### src/rtl/led_matrix_pkg.sv
// Shared scan FSM state and counter-width helpers for the LED matrix scanner.
package led_matrix_pkg;

  typedef enum logic {
    BLANK = 1'b0,
    SHOW  = 1'b1
  } scan_state_e;

  function automatic int cnt_w(input int n);
    return (n > 1) ? $clog2(n) : 1;
  endfunction

  function automatic int row_w(input int n_rows);
    return cnt_w(n_rows);
  endfunction

  function automatic int slot_w(input int scan_div);
    return cnt_w(scan_div);
  endfunction

endpackage

### src/rtl/led_scan_timer.sv
// Slot/row counters for the matrix scan; exposes next-cycle counts so the top can register outputs with no lag.
// FRAME_SYNC and the wrap strobe refer to the first cycle of row 0's slot; no backpressure.
module led_scan_timer
  import led_matrix_pkg::*;
#(
  parameter int N_ROWS   = 8,
  parameter int SCAN_DIV = 4
) (
  input  logic                        CLK,
  input  logic                        RST_N,
  output logic [slot_w(SCAN_DIV)-1:0] slot_nxt,
  output logic [row_w(N_ROWS)-1:0]    row_nxt,
  output logic                        wrap_nxt,
  output logic                        frame_sync
);

  localparam int SW = slot_w(SCAN_DIV);
  localparam int RW = row_w(N_ROWS);

  logic          started;
  logic [SW-1:0] slot_q;
  logic [RW-1:0] row_q;

  // The first edge after reset enters slot 0 of row 0 without advancing,
  // so that slot starts with a FRAME_SYNC pulse like every later frame.
  always_comb begin
    slot_nxt = slot_q;
    row_nxt  = row_q;
    wrap_nxt = 1'b0;
    if (started) begin
      if (slot_q == SW'(SCAN_DIV - 1)) begin
        slot_nxt = '0;
        if (row_q == RW'(N_ROWS - 1)) begin
          row_nxt  = '0;
          wrap_nxt = 1'b1;
        end else begin
          row_nxt = row_q + 1'b1;
        end
      end else begin
        slot_nxt = slot_q + 1'b1;
      end
    end
  end

  always_ff @(posedge CLK or negedge RST_N) begin
    if (!RST_N) begin
      started    <= 1'b0;
      slot_q     <= '0;
      row_q      <= '0;
      frame_sync <= 1'b0;
    end else begin
      started    <= 1'b1;
      slot_q     <= slot_nxt;
      row_q      <= row_nxt;
      frame_sync <= wrap_nxt || !started;
    end
  end

endmodule

### src/rtl/led_matrix_scanner.sv
// Double-buffered bicolour LED matrix scanner; all pins registered, in step with the scan state (no extra latency).
// Writes always accepted into the back buffer; swaps wait for the frame wrap. LED_PWM_DIM_EN adds BRIGHT column dimming.
module led_matrix_scanner
  import led_matrix_pkg::*;
#(
  parameter int N_ROWS       = 8,
  parameter int N_COLS       = 8,
  parameter int SCAN_DIV     = 4,
  parameter int BLANK_CYCLES = 1,
  parameter int BRIGHT_W     = 3
) (
  input  logic                      CLK,
  input  logic                      RST_N,
  input  logic                      WR_EN,
  input  logic [row_w(N_ROWS)-1:0]  WR_ROW,
  input  logic [N_COLS-1:0]         WR_RED,
  input  logic [N_COLS-1:0]         WR_GREEN,
  input  logic                      SWAP_REQ,
  output logic                      SWAP_ACK,
`ifdef LED_PWM_DIM_EN
  input  logic [BRIGHT_W-1:0]       BRIGHT,
`endif
  output logic [N_ROWS-1:0]         ROW,
  output logic [N_COLS-1:0]         COL_RED,
  output logic [N_COLS-1:0]         COL_GREEN,
  output logic                      FRAME_SYNC
);

  localparam int SW = slot_w(SCAN_DIV);
  localparam int RW = row_w(N_ROWS);

  logic [SW-1:0]     slot_nxt;
  logic [RW-1:0]     row_nxt;
  logic              wrap_nxt;
  scan_state_e       state_q, state_nxt;
  logic              front_q, front_nxt, pend_q, swap_nxt, col_on;
  logic [N_ROWS-1:0] row_d;
  logic [N_COLS-1:0] red_d, green_d;
  logic [N_COLS-1:0] buf_red   [2][N_ROWS];
  logic [N_COLS-1:0] buf_green [2][N_ROWS];

  led_scan_timer #(
    .N_ROWS   (N_ROWS),
    .SCAN_DIV (SCAN_DIV)
  ) u_timer (
    .CLK        (CLK),
    .RST_N      (RST_N),
    .slot_nxt   (slot_nxt),
    .row_nxt    (row_nxt),
    .wrap_nxt   (wrap_nxt),
    .frame_sync (FRAME_SYNC)
  );

  // Everything below is decoded from next-cycle counts so the registered pins
  // line up with the counter state of the same cycle.
  always_comb begin
    swap_nxt  = wrap_nxt && (pend_q || SWAP_REQ);
    front_nxt = front_q ^ swap_nxt;
    state_nxt = state_q;
    case (state_q)
      BLANK:   if (slot_nxt == SW'(BLANK_CYCLES)) state_nxt = SHOW;
      SHOW:    if (BLANK_CYCLES > 0 && slot_nxt == '0) state_nxt = BLANK;
      default: state_nxt = BLANK;
    endcase
`ifdef LED_PWM_DIM_EN
    col_on = (BRIGHT == {BRIGHT_W{1'b1}}) ||
             ((int'(slot_nxt) - BLANK_CYCLES) <
              (int'(BRIGHT) * (SCAN_DIV - BLANK_CYCLES)) / (2 ** BRIGHT_W));
`else
    col_on = 1'b1;
`endif
    row_d   = '1;
    red_d   = '0;
    green_d = '0;
    if (state_nxt == SHOW) begin
      row_d = ~(N_ROWS'(1) << row_nxt);
      if (col_on) begin
        red_d   = buf_red[front_nxt][row_nxt];
        green_d = buf_green[front_nxt][row_nxt];
      end
    end
  end

  always_ff @(posedge CLK or negedge RST_N) begin
    if (!RST_N) begin
      state_q   <= BLANK;
      front_q   <= 1'b0;
      pend_q    <= 1'b0;
      SWAP_ACK  <= 1'b0;
      ROW       <= '1;
      COL_RED   <= '0;
      COL_GREEN <= '0;
    end else begin
      state_q   <= state_nxt;
      front_q   <= front_nxt;
      pend_q    <= swap_nxt ? 1'b0 : (pend_q | SWAP_REQ);
      SWAP_ACK  <= swap_nxt;
      ROW       <= row_d;
      COL_RED   <= red_d;
      COL_GREEN <= green_d;
    end
  end

  // A write sampled on the swap edge still targets the pre-swap back buffer.
  always_ff @(posedge CLK or negedge RST_N) begin
    if (!RST_N) begin
      for (int r = 0; r < N_ROWS; r++) begin
        buf_red[0][r]   <= '0;
        buf_red[1][r]   <= '0;
        buf_green[0][r] <= '0;
        buf_green[1][r] <= '0;
      end
    end else if (WR_EN && int'(WR_ROW) < N_ROWS) begin
      buf_red[~front_q][WR_ROW]   <= WR_RED;
      buf_green[~front_q][WR_ROW] <= WR_GREEN;
    end
  end

endmodule

### config.mk
export PLATFORM = sky130hd
export DESIGN_NAME = led_matrix_scanner
export DESIGN_NICKNAME = d
export VERILOG_FILES = /design/src/rtl/led_matrix_pkg.sv /design/src/rtl/led_scan_timer.sv /design/src/rtl/led_matrix_scanner.sv
export SDC_FILE = /design/constraint.sdc
export NUM_CORES = 1
export LEC_CHECK = 0
export ABC_AREA = 1
export BUFFER_PORTS_ARGS = -buffer_cell sky130_fd_sc_hd__buf_2
export CORE_ASPECT_RATIO = 0.5
export CORE_MARGIN = 8
export CORE_UTILIZATION = 50
export CTS_CLUSTER_DIAMETER = 120
export DETAILED_ROUTE_END_ITERATION = 10
export PLACE_DENSITY_LB_ADDON = 0.2
export SYNTH_ARGS = -nofsm -noshare
export SYNTH_HDL_FRONTEND = slang
export SYNTH_SLANG_ARGS = --single-unit
### constraint.sdc
create_clock -name CLK -period 5.9 [get_ports CLK]
set_input_delay 1.18 -clock CLK [delete_from_list [all_inputs] [get_ports CLK]]
set_output_delay 1.18 -clock CLK [all_outputs]
set_load 0.01 [all_outputs]
==> impl_metrics.toml <==
[synth]
ys_seq_elements = 291
synth_area_um2 = 13200
synthTopCellsByArea = "dfrtp_1 (54%), nand2_1 (14%), o21ai_0 (8.0%)"
synth_top_cell_area_share_pct = 53.5
post_synth_num_cell_types = 25
synth_nets = 1681
synth_warnings = 0
syn_inst = 1655
synth_area_leader_cell = "dfrtp_1"
ys_seq_area_share_pct = 55.1
syn_area_per_cell_um2 = 7.99

[place]
dp_slack_ns = 1.94
dp_cells = 1955
hpwl_um = 21900
globalplace.congestion = 0.833
placed_area_um2 = 13600
port_buffers = 48

[setup_path]
start_kind = "flop"
endpoint_kind = "flop"
crit_required_ns = 6.32
r2r_slack_ns = 2.36
arrival_ns = 3.97
worstPathMaxFanout = 67
crit_type = "reg2reg"

[cells_and_area]
final_cell_mix = "nand2_1 (508), dfrtp_1 (283), o21ai_0 (211), nand3_1 (185), nor2_1 (132)"
final_cell_area_um2 = 14600
final_core_util_pct = 55.6
stdcell_count = 2007
layout_commonest_cell = "nand2_1"
antenna_cells = 0
synthToLayoutAreaGrowth_pct = 10.2
nNetsFinal = 1659
drive_above_1_share_pct = 8.64

[clocking]
postCtsHoldBufs = 0
clk_pin_slew_ns = 0.06
clk_latency_ns = 0.55
cts-root-buf = "clkbuf_16"
cts_buffers = 28
cts_tree = "yes"
clk_path_buf_depth = 3
postCtsSetupBuffers = 0
htreeDepth = 1
clock-sinks = 291
cts_resized = 0

[power]
p_leak_nw = 6.97
ir_drop_uv = 245
p_per_area_nw_per_um2 = 570
total_power_mw = 8.31

[sta]
clock_skew_ns = 0.0105
worst_slew_margin_rel_pct = 17.8
fmax_mhz = 282
fin_crit_ns = 3.54
period_share_pct = 60.1
finalHoldViolCount = 0
tightest_slew_ns = 1.23
setup_tns_ns = 0
rsz0062_at_grt = "no"
fin_hold_ws_ns = 0.484
setup_slack_ns = 2.36
slew_violations = 0
finalSetupViolCount = 0

[grt]
grt_pass1_vias = 10600
groute.usage.overall_pct = 22.5
overflow = 0
grt_max_degree = 124
antenna_found_initial = 0
grt_pass1_wl_um = 58000

[drt]
drt_iter0_drc = 1214
wl_um = 35400
vias = 11100
drt_pass1_iterations = 6
viasPerCell = 5.51
ant_nets = 0
wl_per_cell_um = 17.7
drc = 0

[floorplanning]
row_count = 42
die_area_um2 = 32200
start_util_pct = 50.4
die_x_um = 246
ios = 49
core_area_um2 = 26200
fp.dieH_um = 131

[job]
drv_cap = 0

[status]
status = "completed"

[worst_hold_path]
holdCritPathClass = "reg2reg"
final timing paths:
| check | end | depth (start not counted) | startpoint |
|---|---|---|---|
| worst max-delay path | COL_GREEN[1]$_DFF_PN0_ | 14 | u_timer.row_q[0]$_DFF_PN0_ |
| worst min-delay path | buf_red[29]$_DFFE_PN0P_ | 2 | buf_red[29]$_DFFE_PN0P_ |
| worst max register to register | COL_GREEN[1]$_DFF_PN0_ | 14 | u_timer.row_q[0]$_DFF_PN0_ |
| worst min register to register | buf_red[29]$_DFFE_PN0P_ | 2 | buf_red[29]$_DFFE_PN0P_ |
| max in group asynchronous | buf_green[14]$_DFFE_PN0P_ | 2 | RST_N |
| min in group asynchronous | buf_green[80]$_DFFE_PN0P_ | 1 | RST_N |
logic make-up after synthesis:
kind of cell / count (synthesis) / synth area share [%]
buffers and inverters: 219 / 6.78
AOI/OAI and AO/OA: 263 / 10.0
DFF: 291 / 55.1
other: 1 / 0.0283
adders and majority gates: 3 / 0.284
and+or+nand+nor: 878 / 27.8
power breakdown:
group          total, mW  internal, mW  switching, mW
clock network       1.94          1.16          0.783
logic               3.26          1.05           2.21
registers           3.11          2.75          0.362
total               8.31          4.95           3.36
registers in the layout (all words and copies together), names as in the netlist, 2 cells and up:
| signal | count |
|---|---|
| u_timer.slot_q | 2 |
| COL_GREEN | 8 |
| COL_RED | 8 |
| ROW | 8 |
| buf_red | 128 |
| buf_green | 128 |
| u_timer.row_q | 3 |
worst max-delay path, stage by stage, from the launching register on:
cell and delay (ns):
dfrtp_1 0.37, ha_1 0.16, ha_1 0.16, inv_1 0.11, nor2_4 0.15, nand2_1 0.12
nand2_2 0.55, nand2_4 0.65, buf_4 0.47, nand2_1 0.10, nand3_1 0.06, nand2_1 0.10
nor2_1 0.05, nor2_1 0.24, nor2_1 0.10
layout make-up:
type | count | area [um^2]
Tap cell | 352 | 440
Clock buffer | 36 | 782
Inverter | 100 | 375
Sequential cell | 291 | 7290
Fill cell | 2358 | 11600
Multi-Input combinational cell | 1145 | 5070
Clock inverter | 16 | 215
Timing Repair Buffer | 67 | 405
cells in the mapped netlist (all sizes together):
library cell  number
nand2            515
dfrtp            283
o21ai            212
nand3            186
nor2             139
inv              100
clkbuf            82
a21oi             51
buf               37
nand4             33
dfstp              8
ha                 3
nor3               3
conb               1
nor4               1
or2                1
layer usage:
metal  wire (um)  vias up  GRT usage, %
met4         542        0          5.27
li1            -     5280             -
met2       14900      427          33.4
met5           0        -             0
met1       17100     5310          33.7
met3        2930       50          4.32
Power figures use the tool's default switching activity.
